## src/rtl/hex_dump_uart_if.sv

```systemverilog
`default_nettype none
// ============================================================================
// Module   : hex_dump_uart_if
// Purpose  : Start/data request plus valid/ready character stream of the
//            hex dumper.
// Revision : 1.0 - initial release
// ============================================================================
interface hex_dump_uart_if #(
    parameter int DATA_W = 96
) ();
    logic              start;
    logic [DATA_W-1:0] data;
    logic              busy;
    logic [7:0]        tx_data;
    logic              tx_valid;
    logic              tx_ready;
    logic              done;

    // master = the dumper (character source); slave = requester / UART side
    modport master (
        input  start, data, tx_ready,
        output busy, tx_data, tx_valid, done
    );
    modport slave (
        output start, data, tx_ready,
        input  busy, tx_data, tx_valid, done
    );
endinterface
`default_nettype wire

```

## src/rtl/hex_dump_uart.sv

```systemverilog
`default_nettype none
// ============================================================================
// Module   : hex_dump_uart
// Purpose  : Triggered frame generator dumping a wide word as ASCII hex over
//            a valid/ready byte stream, with optional separators and CR/LF.
// Revision : 1.0 - initial release
// ============================================================================
module hex_dump_uart #(
    parameter int         DATA_W        = 96,
    parameter int         GROUP_NIBBLES = 8,
    parameter logic [7:0] SEP_CHAR      = 8'h20,
    parameter bit         UPPERCASE     = 1'b1,
    parameter bit         EOL_CR        = 1'b1,
    parameter bit         EOL_LF        = 1'b1
) (
    input  wire logic       clk,
    input  wire logic       rst,
    hex_dump_uart_if.master bus
);
    localparam int         c_NIBS  = DATA_W / 4;
    localparam int         c_IDX_W = (c_NIBS > 1) ? $clog2(c_NIBS) : 1;
    localparam int         c_GRP_W = (GROUP_NIBBLES > 0) ? $clog2(GROUP_NIBBLES + 1) : 1;
    localparam logic [7:0] c_CR    = 8'h0D;
    localparam logic [7:0] c_LF    = 8'h0A;

    typedef enum logic [2:0] {
        S_IDLE = 3'd0,
        S_NIB  = 3'd1,
        S_SEP  = 3'd2,
        S_CR   = 3'd3,
        S_LF   = 3'd4,
        S_DONE = 3'd5
    } state_t;

    state_t              r_state;
    logic [DATA_W-1:0]   r_snap;
    logic [c_IDX_W-1:0]  r_idx;
    logic [c_GRP_W-1:0]  r_grp;
    logic                r_busy;
    logic                r_tx_valid;
    logic [7:0]          r_tx_data;
    logic                r_done;

    logic                w_hs;
    logic [c_IDX_W-1:0]  w_idx_dec;
    logic [c_GRP_W-1:0]  w_grp_inc;
    logic                w_grp_full;
    logic [7:0]          w_next_char;
    logic [7:0]          w_first_char;

    function automatic logic [7:0] hex_char(input logic [3:0] n);
        if (n < 4'd10)
            return 8'h30 + {4'h0, n};
        else
            return (UPPERCASE ? 8'h41 : 8'h61) + {4'h0, n} - 8'd10;
    endfunction

    assign w_hs         = r_tx_valid & bus.tx_ready;
    assign w_idx_dec    = r_idx - c_IDX_W'(1);
    assign w_grp_inc    = r_grp + c_GRP_W'(1);
    assign w_grp_full   = (GROUP_NIBBLES > 0) && (w_grp_inc == c_GRP_W'(GROUP_NIBBLES));
    // Characters are prepared one step ahead so the stream has no bubbles
    assign w_next_char  = hex_char(r_snap[{w_idx_dec, 2'b00} +: 4]);
    assign w_first_char = hex_char(bus.data[DATA_W-1 -: 4]);

    always_ff @(posedge clk or posedge rst) begin
        if (rst) begin
            r_state    <= S_IDLE;
            r_snap     <= '0;
            r_idx      <= '0;
            r_grp      <= '0;
            r_busy     <= 1'b0;
            r_tx_valid <= 1'b0;
            r_tx_data  <= 8'h00;
            r_done     <= 1'b0;
        end else begin
            r_done <= 1'b0;
            case (r_state)
                S_IDLE, S_DONE: begin
                    if (bus.start) begin
                        r_snap     <= bus.data;
                        r_idx      <= c_IDX_W'(c_NIBS - 1);
                        r_grp      <= '0;
                        r_busy     <= 1'b1;
                        r_tx_valid <= 1'b1;
                        r_tx_data  <= w_first_char;
                        r_state    <= S_NIB;
                    end else begin
                        r_state <= S_IDLE;
                    end
                end
                S_NIB: begin
                    if (w_hs) begin
                        if (r_idx == '0) begin
                            if (EOL_CR) begin
                                r_state   <= S_CR;
                                r_tx_data <= c_CR;
                            end else if (EOL_LF) begin
                                r_state   <= S_LF;
                                r_tx_data <= c_LF;
                            end else begin
                                r_state    <= S_DONE;
                                r_busy     <= 1'b0;
                                r_tx_valid <= 1'b0;
                                r_tx_data  <= 8'h00;
                                r_done     <= 1'b1;
                            end
                        end else if (w_grp_full) begin
                            r_state   <= S_SEP;
                            r_grp     <= '0;
                            r_tx_data <= SEP_CHAR;
                        end else begin
                            r_idx     <= w_idx_dec;
                            r_grp     <= w_grp_inc;
                            r_tx_data <= w_next_char;
                        end
                    end
                end
                S_SEP: begin
                    if (w_hs) begin
                        r_idx     <= w_idx_dec;
                        r_state   <= S_NIB;
                        r_tx_data <= w_next_char;
                    end
                end
                S_CR: begin
                    if (w_hs) begin
                        if (EOL_LF) begin
                            r_state   <= S_LF;
                            r_tx_data <= c_LF;
                        end else begin
                            r_state    <= S_DONE;
                            r_busy     <= 1'b0;
                            r_tx_valid <= 1'b0;
                            r_tx_data  <= 8'h00;
                            r_done     <= 1'b1;
                        end
                    end
                end
                S_LF: begin
                    if (w_hs) begin
                        r_state    <= S_DONE;
                        r_busy     <= 1'b0;
                        r_tx_valid <= 1'b0;
                        r_tx_data  <= 8'h00;
                        r_done     <= 1'b1;
                    end
                end
                default: r_state <= S_IDLE;
            endcase
        end
    end

    assign bus.busy     = r_busy;
    assign bus.tx_valid = r_tx_valid;
    assign bus.tx_data  = r_tx_data;
    assign bus.done     = r_done;
endmodule
`default_nettype wire

```

## src/flat_wrapper.sv

```systemverilog
// flat-port wrapper written by rule: the top's interface ports become plain ports
module hex_dump_uart_flat 
#(
    parameter int         DATA_W        = 96,
    parameter int         GROUP_NIBBLES = 8,
    parameter logic [7:0] SEP_CHAR      = 8'h20,
    parameter bit         UPPERCASE     = 1'b1,
    parameter bit         EOL_CR        = 1'b1,
    parameter bit         EOL_LF        = 1'b1
)
  (clk, rst, bus_start, bus_data, bus_tx_ready, bus_busy, bus_tx_data, bus_tx_valid, bus_done);
  hex_dump_uart_if #(.DATA_W(DATA_W)) bus_i ();
  input  wire logic clk;
  input  wire logic rst;
  input wire logic [$bits(bus_i.start)-1:0] bus_start;
  input wire logic [$bits(bus_i.data)-1:0] bus_data;
  input wire logic [$bits(bus_i.tx_ready)-1:0] bus_tx_ready;
  output wire logic [$bits(bus_i.busy)-1:0] bus_busy;
  output wire logic [$bits(bus_i.tx_data)-1:0] bus_tx_data;
  output wire logic [$bits(bus_i.tx_valid)-1:0] bus_tx_valid;
  output wire logic [$bits(bus_i.done)-1:0] bus_done;
  assign bus_i.start = bus_start;
  assign bus_i.data = bus_data;
  assign bus_i.tx_ready = bus_tx_ready;
  assign bus_busy = bus_i.busy;
  assign bus_tx_data = bus_i.tx_data;
  assign bus_tx_valid = bus_i.tx_valid;
  assign bus_done = bus_i.done;
  hex_dump_uart #(.DATA_W(DATA_W), .GROUP_NIBBLES(GROUP_NIBBLES), .SEP_CHAR(SEP_CHAR), .UPPERCASE(UPPERCASE), .EOL_CR(EOL_CR), .EOL_LF(EOL_LF)) u_core (.clk(clk), .rst(rst), .bus(bus_i));
endmodule
```

## config.mk

```make
export PLATFORM = sky130hd
export DESIGN_NAME = hex_dump_uart_flat
export DESIGN_NICKNAME = d
export VERILOG_FILES = /design/src/rtl/hex_dump_uart_if.sv /design/src/rtl/hex_dump_uart.sv /design/src/flat_wrapper.sv
export SDC_FILE = /design/constraint.sdc
export NUM_CORES = 1
export LEC_CHECK = 0
export CAP_MARGIN = 20
export CELL_PAD_IN_SITES_DETAIL_PLACEMENT = 1
export CELL_PAD_IN_SITES_GLOBAL_PLACEMENT = 1
export CORE_ASPECT_RATIO = 1.2
export CORE_MARGIN = 10
export CORE_UTILIZATION = 46
export DETAILED_ROUTE_END_ITERATION = 8
export GPL_ROUTABILITY_DRIVEN = 0
export HOLD_SLACK_MARGIN = 0.1
export PLACE_DENSITY = 0.83
export SLEW_MARGIN = 0
export SYNTH_ARGS = -nofsm -noshare
export SYNTH_HDL_FRONTEND = slang
export SYNTH_SLANG_ARGS = --single-unit
```

## constraint.sdc

```tcl
create_clock -name clk -period 10.6 [get_ports clk]
set_input_delay 2.65 -clock clk [delete_from_list [all_inputs] [get_ports clk]]
set_output_delay 2.65 -clock clk [all_outputs]
set_load 0.01 [all_outputs]
```

==> Word level (Yosys, flattened, before mapping) <==
Cells that the tools add are included.
{ "classes": {"n_addsub": 8, "order_cmp": 2, "n_eq_ne": 14, "shift": 1, "mux": 34, "bitwise": 1, "reduce_logical": 13} }
{ "op_table": {"columns": ["cell", "n"], "rows": [
  ["$shiftx A96 B8 Y4", 1],
  ["$mux W8", 9],
  ["$pmux W8 S5", 1],
  ["$mux W5", 5],
  ["$mux W3", 6],
  ["$add A7 B4 Y8 const A", 2],
  ["$mux W4", 4],
  ["$sub A8 B4 Y8 const B", 2],
  ["$pmux W3 S5", 1],
  ["$pmux W5 S3", 1],
  ["$add A6 B4 Y7 const A", 2],
  ["$reduce_and A6 Y1", 2],
  ["$lt A4 B4 Y1 const B", 2],
  ["$ne A2 B1 Y1 const B", 4],
  ["$pmux W4 S2", 1],
  ["$eq A3 B2 Y1 const B", 2],
  ["$eq A3 B3 Y1 const B", 2],
  ["$ne A2 B2 Y1 const B", 3],
  ["$logic_not A5 Y1", 1],
  ["$mux W1", 5],
  ["$reduce_and A5 Y1", 1],
  ["$reduce_bool A5 Y1", 1],
  ["$sub A5 B1 Y5 const B", 1],
  ["$add A4 B1 Y4 const B", 1],
  ["other kinds (12)", 13]
]} }
{ "word_totals": {"regBits": 118, "inputBits": 100, "out_inout_bits": 11, "wordCells": 80} }

==> Longest topological paths before layout <==
Gate-level depths: netlist (run 1).
{ "depth": {"depth_word": 9, "depth_mapped": 15, "depth_no_buf": 10} }

==> Least setup slack after synthesis (run 1) <==
OpenSTA, ideal clock, no wires.
{ "synth_path": {"kind": "input to register", "start": "in bus_start", "end": "reg u_core.r_snap[0]", "setup_ns": 0.125, "arrival_time_ns": 4.046, "required_ns": 10.475, "slack_ns": 6.429, "stages": 6, "n_path_buf": 3, "cell_sequence": "nor2b_1 > and3_1 > clkbuf_1 > clkbuf_1 > buf_2 > mux2_2"} }
{ "synth_between": {"elab_chain_cells": 1} }
{ "synth_lines": {"columns": ["element", "line_no", "source"], "rows": [
  ["start, declared", "flat_wrapper.sv:15", "input wire logic [$bits(bus_i.start)-1:0] bus_start;"],
  ["$reduce_and A2 Y1 (no source line)", null, null],
  ["end signal, assigned", "hex_dump_uart.sv:81", "r_snap <= bus.data;"],
  ["end, declared", "hex_dump_uart.sv:36", "logic [DATA_W-1:0] r_snap;"]
]} }
No other way between the ends.
A chain may end at the register's enable or synchronous reset.

==> Final worst setup path (run 1) <==
{ "layout_path": {"start": "in bus_start", "end": "reg u_core.r_snap[66]"} }
Same word-level chain as after synthesis.

==> summary.txt, run 1 <==
Drt
  • Pre-antenna DRT Iters: 4
  • Routed wire length: 17.98 mm
  • DR iter-0 viols: 262
  • DR vias: 4,401
  • Post-route DRC violation count: 0
  • Detail Route Antenna Nets: 0
  • Via density per instance: 5.768
  • Avg WL per Cell: 23.57 um

Global routing
  • Overflow after GRT: 0
  • First-pass GRT wire length: 28.52 mm
  • Vias in the first global route: 5,136
  • Largest net degree at the start of global routing: 89
  • Initial antenna violation count: 0
  • GR Util All Layers: 0.1946

Status
  • Status: completed

Yosys
  • Ys async rst share: 1.000
  • Post-synth EDFFs: 0
  • Warnings from Yosys: 0
  • Synth Net Count: 585
  • Sequential fraction of the synthesis area: 0.4792
  • Post-synthesis register bit count: 117
  • Yosys cell types: 70
  • Cell area after synthesis: 0.006110 sq mm
  • Syn avg cell area: 12.73 sq um
  • Cells after Synth: 480
  • Synth Flop Type: dfrtp_1

Floorplan
  • Initial Utilization: 0.4656
  • Die X: 125.2 um
  • Io pins: 111
  • Rows: 46
  • Core Area: 0.01312 sq mm
  • Die area: 0.01831 sq mm
  • Die H: 146.2 um

Job
  • Max-cap violation count: 0

Timing
  • Final hold vios: 0
  • RSZ-0062 raised after global routing: no
  • Clock skew: 0.01194 ns
  • Final Setup Violations: 0
  • Fmax: 203.4 MHz
  • Tcrit/Tclk final: 0.4638
  • Max Slew Vio Count: 0
  • Worst setup margin: 5.684 ns
  • Final setup TNS: 0 ns
  • Slew headroom: 0.3645
  • Actual slew at the worst max-slew pin: 0.9533 ns
  • Final min period: 4.916 ns

Power and ir drop
  • PwrDens: 335.1 mW/mm^2
  • Worst VDD drop: 0.1329 mV
  • Leakage: 3.201 nW

Hold path
  • Tightest Hold Check Type: flop to flop

Cells and area
  • Most frequent cells in the layout: 116 x dfrtp_1, 109 x clkdlybuf4s50_1, 98 x mux2_2
  • Diodes inserted: 0
  • Most common cell after layout, fill and taps aside: dfrtp_1
  • Fill count: 1,309
  • Final nets: 687
  • Area grow syn2layout: 29.35%
  • Fin cells: 763
  • Layout cells sized above 1: 0.2891

Critical path
  • Worst Setup End Kind: flop
  • Crit path largest cell delay: 0.73 ns
  • CP Class: input port to flop
  • Crit path cell chain: clkdlybuf4s50_1 -> nor2b_1 -> and3_4 -> buf_4 -> mux2_2
  • Crit-path max FO: 67
  • Req. time, crit path: 10.89 ns
  • Startpoint Class: input port
  • Reg2reg setup slack: 6.49 ns
  • Slowest-stage cell, CP: buf_4
  • Crit path DAT: 5.21 ns

Clock network
  • Cts hold-fix bufs: 0
  • Worst-Skew Late Latency: 0.42 ns
  • PostCTS Resize Cnt: 0
  • Reg clk slew, reported paths: 0.06 ns
  • CTS root buf: clkbuf_16
  • CTS tree: built
  • Longest Clk Path Bufs: 2
  • Clock sink count: 117
  • TritonCTS buffer count: 17
  • H-Tree Depth: 4
  • Post-CTS Setup Bufs: 0

Place
  • DP Worst Slack: 5.291 ns
  • DP Cell Count: 730
  • # port buffers: 109
  • HPWL after detailed placement: 12.12 mm
registers in the layout, indices dropped and copies added, names as in the netlist:
name,cells
u_core.bus.done,1
u_core.r_grp,4
u_core.bus.busy,1
u_core.bus.tx_data,7
u_core.r_snap,96
u_core.r_state,3
u_core.r_idx,5
metal layers:
layer	GRT usage	wire length (um)
met3	0.04093	723
met2	0.3548	9866
met4	0.07728	452
met1	0.2143	6941
met5	0	0
logic make-up after synthesis:
kind of cell	Yosys count	share of synthesized area
mux	131	0.2906
flops	117	0.4792
simple gates	93	0.08090
compound gates	82	0.08929
buf+inv	45	0.03932
xor+xnor	6	0.009830
fa+ha+maj	5	0.01024
other cells	1	0.0006138
Yosys cell counts (2+ instances only):
cell type  count  share of area
dfrtp_1      117           0.48
mux2_2        98           0.18
a21oi_1       26          0.021
nand2_1       24          0.015
mux4_2        19          0.070
o21ai_0       18          0.015
nor2_1        17          0.010
inv_1         14         0.0086
clkbuf_1      11         0.0068
nor3_1         9         0.0074
buf_2          8         0.0066
nand3_1        8         0.0066
nor2b_1        7         0.0072
mux2i_1        6         0.0098
mux4_1         6          0.026
buf_1          5         0.0031
ha_1           5          0.010
a31oi_1        4         0.0041
and2_1         4         0.0041
xnor2_1        4         0.0057
a22oi_1        3         0.0037
buf_4          3         0.0037
nand2b_1       3         0.0031
o21a_1         3         0.0037
o22ai_1        3         0.0031
or3_1          3         0.0031
a21boi_0       2         0.0025
a21o_1         2         0.0025
and3b_1        2         0.0029
buf_12         2         0.0066
nand3b_1       2         0.0025
o211ai_1       2         0.0025
o221ai_1       2         0.0029
o31a_1         2         0.0029
worst max-delay path, delay by kind of cell:
family                 cells  cell delay [ns]
and+or+nand+nor            2             0.75
buffers and inverters      2             1.32
muxes                      1             0.43
path summary, 6_finish.rpt:
path	start	to	cells after the start
max	bus_start	u_core.r_snap[66]	5
min	u_core.r_snap[57]	u_core.r_snap[57]	1
max reg2reg	u_core.r_idx[0]	u_core.bus.tx_data[1]	9
min reg2reg	u_core.r_snap[57]	u_core.r_snap[57]	1
max in group asynchronous	rst	u_core.r_snap[83]	4
min in group asynchronous	rst	u_core.r_snap[10]	2
power breakdown:
part,switching (mW),internal (mW),leakage [nW],total (mW)
Clock,0.227,0.380,0.291,0.607
Sequential,0.195,0.671,1.38,0.866
Combinational,0.536,0.640,1.53,1.18
Total,0.957,1.69,3.20,2.65
per-stage QoR:
stage	total power, mW	util	area [sq um]	hold slack [ns]
after CTS	2.659	0.6001	7875	0.5017
after detailed placement	2.011	0.5534	7262	0.4875
after global placement	1.926	0.5534	7262	0.4826
final	2.648	0.6022	7903	0.5015
after floorplan	1.692	-	6110	0.4720
after global routing	2.804	0.6022	7903	0.5183
final cells by class:
type / instances / area [sq um] / area share
tap: 168 / 210.2 / 0.02660
sequential: 117 / 2929 / 0.3706
multi-input combinational: 318 / 2947 / 0.3729
clock inverter: 13 / 170.2 / 0.02153
timing repair buffer: 114 / 1149 / 0.1453
clock buffer: 19 / 442.9 / 0.05605
inverter: 14 / 55.05 / 0.006966
Note: power is estimated with default switching activity, not from simulation.
==> inputs of run 2 (changes only) <==
CORE_UTILIZATION = 43   (was 46)
PLACE_DENSITY = 0.78   (was 0.83)
clock period = 5.12 ns   (was 10.6 ns; I/O delays follow)
==> run 2 against run 1 <==
Critical endpoint is now u_core.bus.tx_data[1]. Design area fell by 0.40%. Largest cell class unchanged. Non-clock buffer count up 1. Largest power group unchanged. Utilization shrank 3.5 points. Combinational power is 100% higher.
==> summary.txt, run 2 (synthesized netlist as in run 1, its figures left out) <==
Status
  • Status: completed

Power and ir drop
  • Sw frac: 0.3492 (-0.01231)
  • Int Pwr: 3.498 mW (+110%)
  • Sequential share of power: 0.331 (+0.004)
  • Sw Pwr: 1.877 mW (+96%)
  • Clock Power Share: 0.223 (-0.006)
  • PwrDens: 682.9 mW/mm^2 (+100%)
  • Total power draw: 5.375 mW (+100%)
  • Combinational Power Share: 0.446 (+0.002)
  • Leakage: 3.195 nW (-0.17%)
  • Worst VDD drop: 0.2548 mV (+92%)

Clock network
  • Worst-Skew Late Latency: 0.42 ns (about the same)
  • H-Tree Depth: 4 (unchanged)
  • Post-CTS Setup Bufs: 0 (unchanged)
  • CTS root buf: clkbuf_16
  • Cts hold-fix bufs: 0 (unchanged)
  • Reg clk slew, reported paths: 0.06 ns (about the same)
  • Clock sink count: 117 (unchanged)
  • PostCTS Resize Cnt: 0 (unchanged)
  • Longest Clk Path Bufs: 2 (unchanged)
  • TritonCTS buffer count: 17 (unchanged)
  • CTS tree: built

Cells and area
  • Diodes inserted: 0 (unchanged)
  • Final nets: 688 (+0.15%)
  • Top reg by flops: u_core.r_snap
  • Max reg flops: 96 (unchanged)
  • Fill count: 1,385 (+5.8%)
  • Most frequent cells in the layout: 116 x dfrtp_1, 109 x clkdlybuf4s50_1, 98 x mux2_2
  • Area grow syn2layout: 28.83%
  • Most common cell after layout, fill and taps aside: dfrtp_1
  • Layout cells sized above 1: 0.2874 (-0.001681)

Critical path
  • CP delay by family, top: multiplexers
  • Crit-path max FO: 29 (-57%)
  • Worst Setup End Kind: flop
  • Worst r2r src: u_core.r_idx[0]
  • Worst path most repeated cell: ha_1
  • Crit path largest cell delay: 0.94 ns (+0.21 ns)
  • Crit path buf inv count: 2 (unchanged)
  • Startpoint Class: flop
  • Slowest-stage cell, CP: dfrtp_2
  • Req. time, crit path: 5.46 ns (-5.43 ns)
  • Crit path cell chain: inv_1 -> ha_1 -> buf_4 -> mux4_2 -> mux2_2 -> a22oi_2 -> ha_1 -> mux2_1 -> o21ai_2
  • CP Class: flop to flop
  • Crit path launch: u_core.r_idx[0]
  • Crit path DAT: 4.38 ns (-0.83 ns)

Timing
  • Final setup TNS: 0 ns (unchanged)
  • Final Setup Violations: 0 (unchanged)
  • RSZ-0062 raised after global routing: no
  • Slew headroom: 0.4161 (+0.05168)
  • Fin Hold WS: 0.5012 ns (-0.0002520 ns)
  • Fmax: 247.5 MHz
  • Clock skew: 0.01117 ns (-0.0007693 ns)
  • Tcrit/Tclk final: 0.7892
  • Final hold vios: 0 (unchanged)
  • Actual slew at the worst max-slew pin: 0.8758 ns (-0.07752 ns)
  • Final min period: 4.041 ns
  • Max Slew Vio Count: 0 (unchanged)

Floorplan
  • Core Area: 0.01388 sq mm (+5.8%)
  • Initial Utilization: 0.4402 (-0.02535)
  • Io pins: 111 (unchanged)
  • Rows: 47 (+2.2%)
  • Die X: 128.8 um (+2.9%)
  • Die area: 0.01940 sq mm (+5.9%)
  • Die H: 150.6 um (+3.0%)

Global routing
  • Initial antenna violation count: 0 (unchanged)
  • Largest net degree at the start of global routing: 63 (-29%)
  • First-pass GRT wire length: 27.06 mm (-5.1%)
  • Vias in the first global route: 4,944 (-3.7%)
  • GR Util All Layers: 0.1823 (-0.01231)
  • Overflow after GRT: 0 (unchanged)

Place
  • # port buffers: 109 (unchanged)
  • HPWL after detailed placement: 12.46 mm (+2.8%)

Drt
  • DR iter-0 viols: 278 (+6.1%)
  • DR vias: 4,309 (-2.1%)
  • Routed wire length: 17.18 mm (-4.5%)
  • Pre-antenna DRT Iters: 4 (unchanged)
  • Avg WL per Cell: 22.43 um (-4.8%)
  • Post-route DRC violation count: 0 (unchanged)
  • Detail Route Antenna Nets: 0 (unchanged)
  • Via density per instance: 5.625 (-2.5%)

Hold path
  • Hold path start: u_core.r_snap[13]
  • Tightest Hold Check Type: flop to flop

Job
  • Max-cap violation count: 0 (unchanged)
-- run 2: worst register-to-register path: stages (launching register included) --
cell and delay (ns):
dfrtp_2 0.94, inv_1 0.18, ha_1 0.69, buf_4 0.36
mux4_2 0.53, mux2_2 0.29, a22oi_2 0.26, ha_1 0.28
mux2_1 0.31, o21ai_2 0.11
-- run 2: path summary, 6_finish.rpt --
check / endpoint / slack [ns] / cells past startpoint
max in group asynchronous: u_core.r_snap[43] / 2.85 / 3
worst min-delay path: u_core.r_snap[13] / 0.50 / 1
worst max register to register: u_core.bus.tx_data[1] / 1.08 / 9
worst min register to register: u_core.r_snap[13] / 0.50 / 1
worst max-delay path: u_core.bus.tx_data[1] / 1.08 / 9
min in group asynchronous: u_core.r_snap[6] / 1.36 / 2
-- run 2: stage by stage --
step           worst slack, ns  utilization  instance area (sq um)  cells
2_1_floorplan           0.7392            -                   6110    480
3_3_place_gp             1.263       0.5246                   7281    735
3_5_place_dp             1.128       0.5246                   7281    735
4_1_cts                  1.036       0.5672                   7871    766
5_1_grt                 0.8249       0.5672                   7871    766
6_report                 1.079       0.5672                   7871    766
-- run 2: per-layer routing --
layer,vias up,share of wire,global-route usage
li1,1976,-,-
met1,2213,0.39,0.1999
met2,100,0.55,0.3332
met3,20,0.043,0.05276
met4,0,0.013,0.05239
met5,-,0,0
-- run 2: cell type report --
cell class                      count  area (sq um)  share of cell area
Sequential cell                   117          2929              0.3721
Inverter                           14         55.05            0.006994
Timing Repair Buffer              115          1136              0.1443
Tap cell                          171         214.0             0.02718
Clock buffer                       21         460.4             0.05850
Multi-Input combinational cell    318          2947              0.3743
Clock inverter                     10         130.1             0.01653
-- run 2: power by group through the flow --
stage | clock network (mW) | logic, mW | registers [mW]
4_1_cts | 1.22 | 2.42 | 1.78
3_5_place_dp | 0 | 2.37 | 1.78
2_1_floorplan | 0 | 1.93 | 1.57
5_1_grt | 1.27 | 2.59 | 1.85
3_3_place_gp | 0 | 2.27 | 1.74
6_report | 1.20 | 2.40 | 1.78
==> inputs of run 3 (changes only) <==
CORE_UTILIZATION = 38   (was 43)
PLACE_DENSITY = 0.73   (was 0.78)
clock period = 3.5 ns   (was 5.12 ns; I/O delays follow)
==> run 3 against run 2 <==
Design area rose by 1.2%. Maximum frequency increased by 33%. Sequential power rose by 40%. Global-route usage down 2.7 points. Clock skew barely moved. Count of clock-buffer cells in the layout rose by 2. First-iteration DRC count decreased by 26%. Clock power up 38%. Critical endpoint unchanged. Critical path depth did not move. Largest cell class unchanged. Routed wire length shrank 5.7%. Highest routed layer unchanged. Utilization fell by 6.0 points. Flip-flop and latch count did not move.
==> summary.txt, run 3 (synthesized netlist as in run 1, its figures left out) <==
Clock network
  • H-Tree Depth: 4 (unchanged)
  • PostCTS Resize Cnt: 0 (unchanged)
  • Cts hold-fix bufs: 0 (unchanged)
  • Longest Clk Path Bufs: 2 (unchanged)
  • CTS root buf: clkbuf_16
  • Worst-Skew Late Latency: 0.42 ns (about the same)
  • TritonCTS buffer count: 17 (unchanged)
  • Post-CTS Setup Bufs: 0 (unchanged)
  • Clock sink count: 117 (unchanged)
  • Reg clk slew, reported paths: 0.06 ns (about the same)
  • CTS tree: built

Timing
  • Fin Hold WS: 0.4956 ns (-0.005631 ns)
  • Slew headroom: 0.5682 (+0.1520)
  • Clock skew: 0.01157 ns (+0.0003988 ns)
  • Actual slew at the worst max-slew pin: 0.6477 ns (-0.2281 ns)
  • Final setup TNS: 0 ns (unchanged)
  • Final hold vios: 0 (unchanged)
  • Final Setup Violations: 0 (unchanged)
  • Tcrit/Tclk final: 0.8710 (+0.08176)
  • Max Slew Vio Count: 0 (unchanged)
  • Fmax: 328.0 MHz (+33%)
  • Final min period: 3.048 ns (-0.9923 ns)
  • RSZ-0062 raised after global routing: no

Hold path
  • Tightest Hold Check Type: flop to flop

Critical path
  • Crit path DAT: 3.40 ns (-0.98 ns)
  • Worst Setup End Kind: flop
  • Req. time, crit path: 3.85 ns (-1.61 ns)
  • Startpoint Class: flop
  • Crit-path max FO: 17 (-41%)
  • CP Class: flop to flop

Global routing
  • Overflow after GRT: 0 (unchanged)
  • Largest net degree at the start of global routing: 118 (+87%)
  • Initial antenna violation count: 0 (unchanged)
  • First-pass GRT wire length: 26.54 mm (-1.9%)
  • Vias in the first global route: 5,014 (+1.4%)
  • GR Util All Layers: 0.1557 (-0.02657)

Floorplan
  • Die X: 135.8 um (+5.4%)
  • Die H: 158.9 um (+5.5%)
  • Core Area: 0.01570 sq mm (+13%)
  • Io pins: 111 (unchanged)
  • Initial Utilization: 0.3891 (-0.05114)
  • Die area: 0.02157 sq mm (+11%)
  • Rows: 50 (+6.4%)

Power and ir drop
  • Worst VDD drop: 0.4196 mV (+65%)
  • PwrDens: 974.8 mW/mm^2 (+43%)
  • Leakage: 3.206 nW (+0.34%)

Drt
  • Avg WL per Cell: 20.06 um (-11%)
  • DR iter-0 viols: 205 (-26%)
  • Post-route DRC violation count: 0 (unchanged)
  • Routed wire length: 16.21 mm (-5.7%)
  • Pre-antenna DRT Iters: 4 (unchanged)
  • Detail Route Antenna Nets: 0 (unchanged)
  • DR vias: 4,274 (-0.81%)
  • Via density per instance: 5.290 (-6.0%)

Place
  • HPWL after detailed placement: 11.90 mm (-4.5%)
  • # port buffers: 109 (unchanged)

Job
  • Max-cap violation count: 0 (unchanged)

Cells and area
  • Top reg by flops: u_core.r_snap
  • Most frequent cells in the layout: 116 x dfrtp_1, 109 x clkdlybuf4s50_1, 98 x mux2_2
  • Max reg flops: 96 (unchanged)
  • Final nets: 693 (+0.73%)
  • Area grow syn2layout: 30.39%
  • Layout cells sized above 1: 0.2933 (+0.005938)
  • Most common cell after layout, fill and taps aside: dfrtp_1
  • Diodes inserted: 0 (unchanged)
  • Fill count: 1,603 (+16%)

Status
  • Status: completed
## run 3: cell type report
cell class,count,area [sq um],area share
clock inverter,8,75.07,0.009424
tap,208,260.3,0.03267
timing repair buffer,120,1211,0.1520
clock buffer,23,488.0,0.06125
inverter,14,56.30,0.007068
multi-input combinational,318,2947,0.3699
sequential,117,2929,0.3677
## run 3: metrics by stage
stage	instances	area, sq um	power [mW]	worst slack (ns)	utilization
6_report	808	7966	7.765	0.4516	0.5073
5_1_grt	808	7966	8.306	0.2949	0.5073
4_1_cts	808	7966	7.864	0.4384	0.5073
3_5_place_dp	777	7403	6.137	0.4434	0.4715
3_3_place_gp	777	7403	5.971	0.4977	0.4715
2_1_floorplan	480	6113	5.124	0.1873	-
## run 3: worst max-delay path, cell delays in order, from the launching register on
cell	delay [ns]
dfrtp_1	0.48
inv_1	0.08
ha_1	0.30
buf_4	0.28
mux4_2	0.39
mux4_2	0.51
a22oi_2	0.21
ha_1	0.27
mux2_1	0.34
o21ai_2	0.12
## run 3: path summary, 6_finish.rpt
path	from	depth (start not counted)	slack [ns]	to
min	u_core.r_snap[66]	1	0.50	u_core.r_snap[66]
max	u_core.r_idx[1]	9	0.45	u_core.bus.tx_data[1]
max reg2reg	u_core.r_idx[1]	9	0.45	u_core.bus.tx_data[1]
min reg2reg	u_core.r_snap[66]	1	0.50	u_core.r_snap[66]
min in group asynchronous	rst	3	0.99	u_core.bus.tx_data[6]
max in group asynchronous	rst	3	1.99	u_core.r_idx[0]
## run 3: where the power goes
part	internal [mW]	switching [mW]
Clock	1.04	0.605
Sequential	2.03	0.460
Combinational	1.99	1.64
## run 3: per-layer routing
metal	routed length, um	global-route usage
met5	0	0
met4	222	0.05147
met3	647	0.04161
met2	8693	0.2694
met1	6641	0.1800
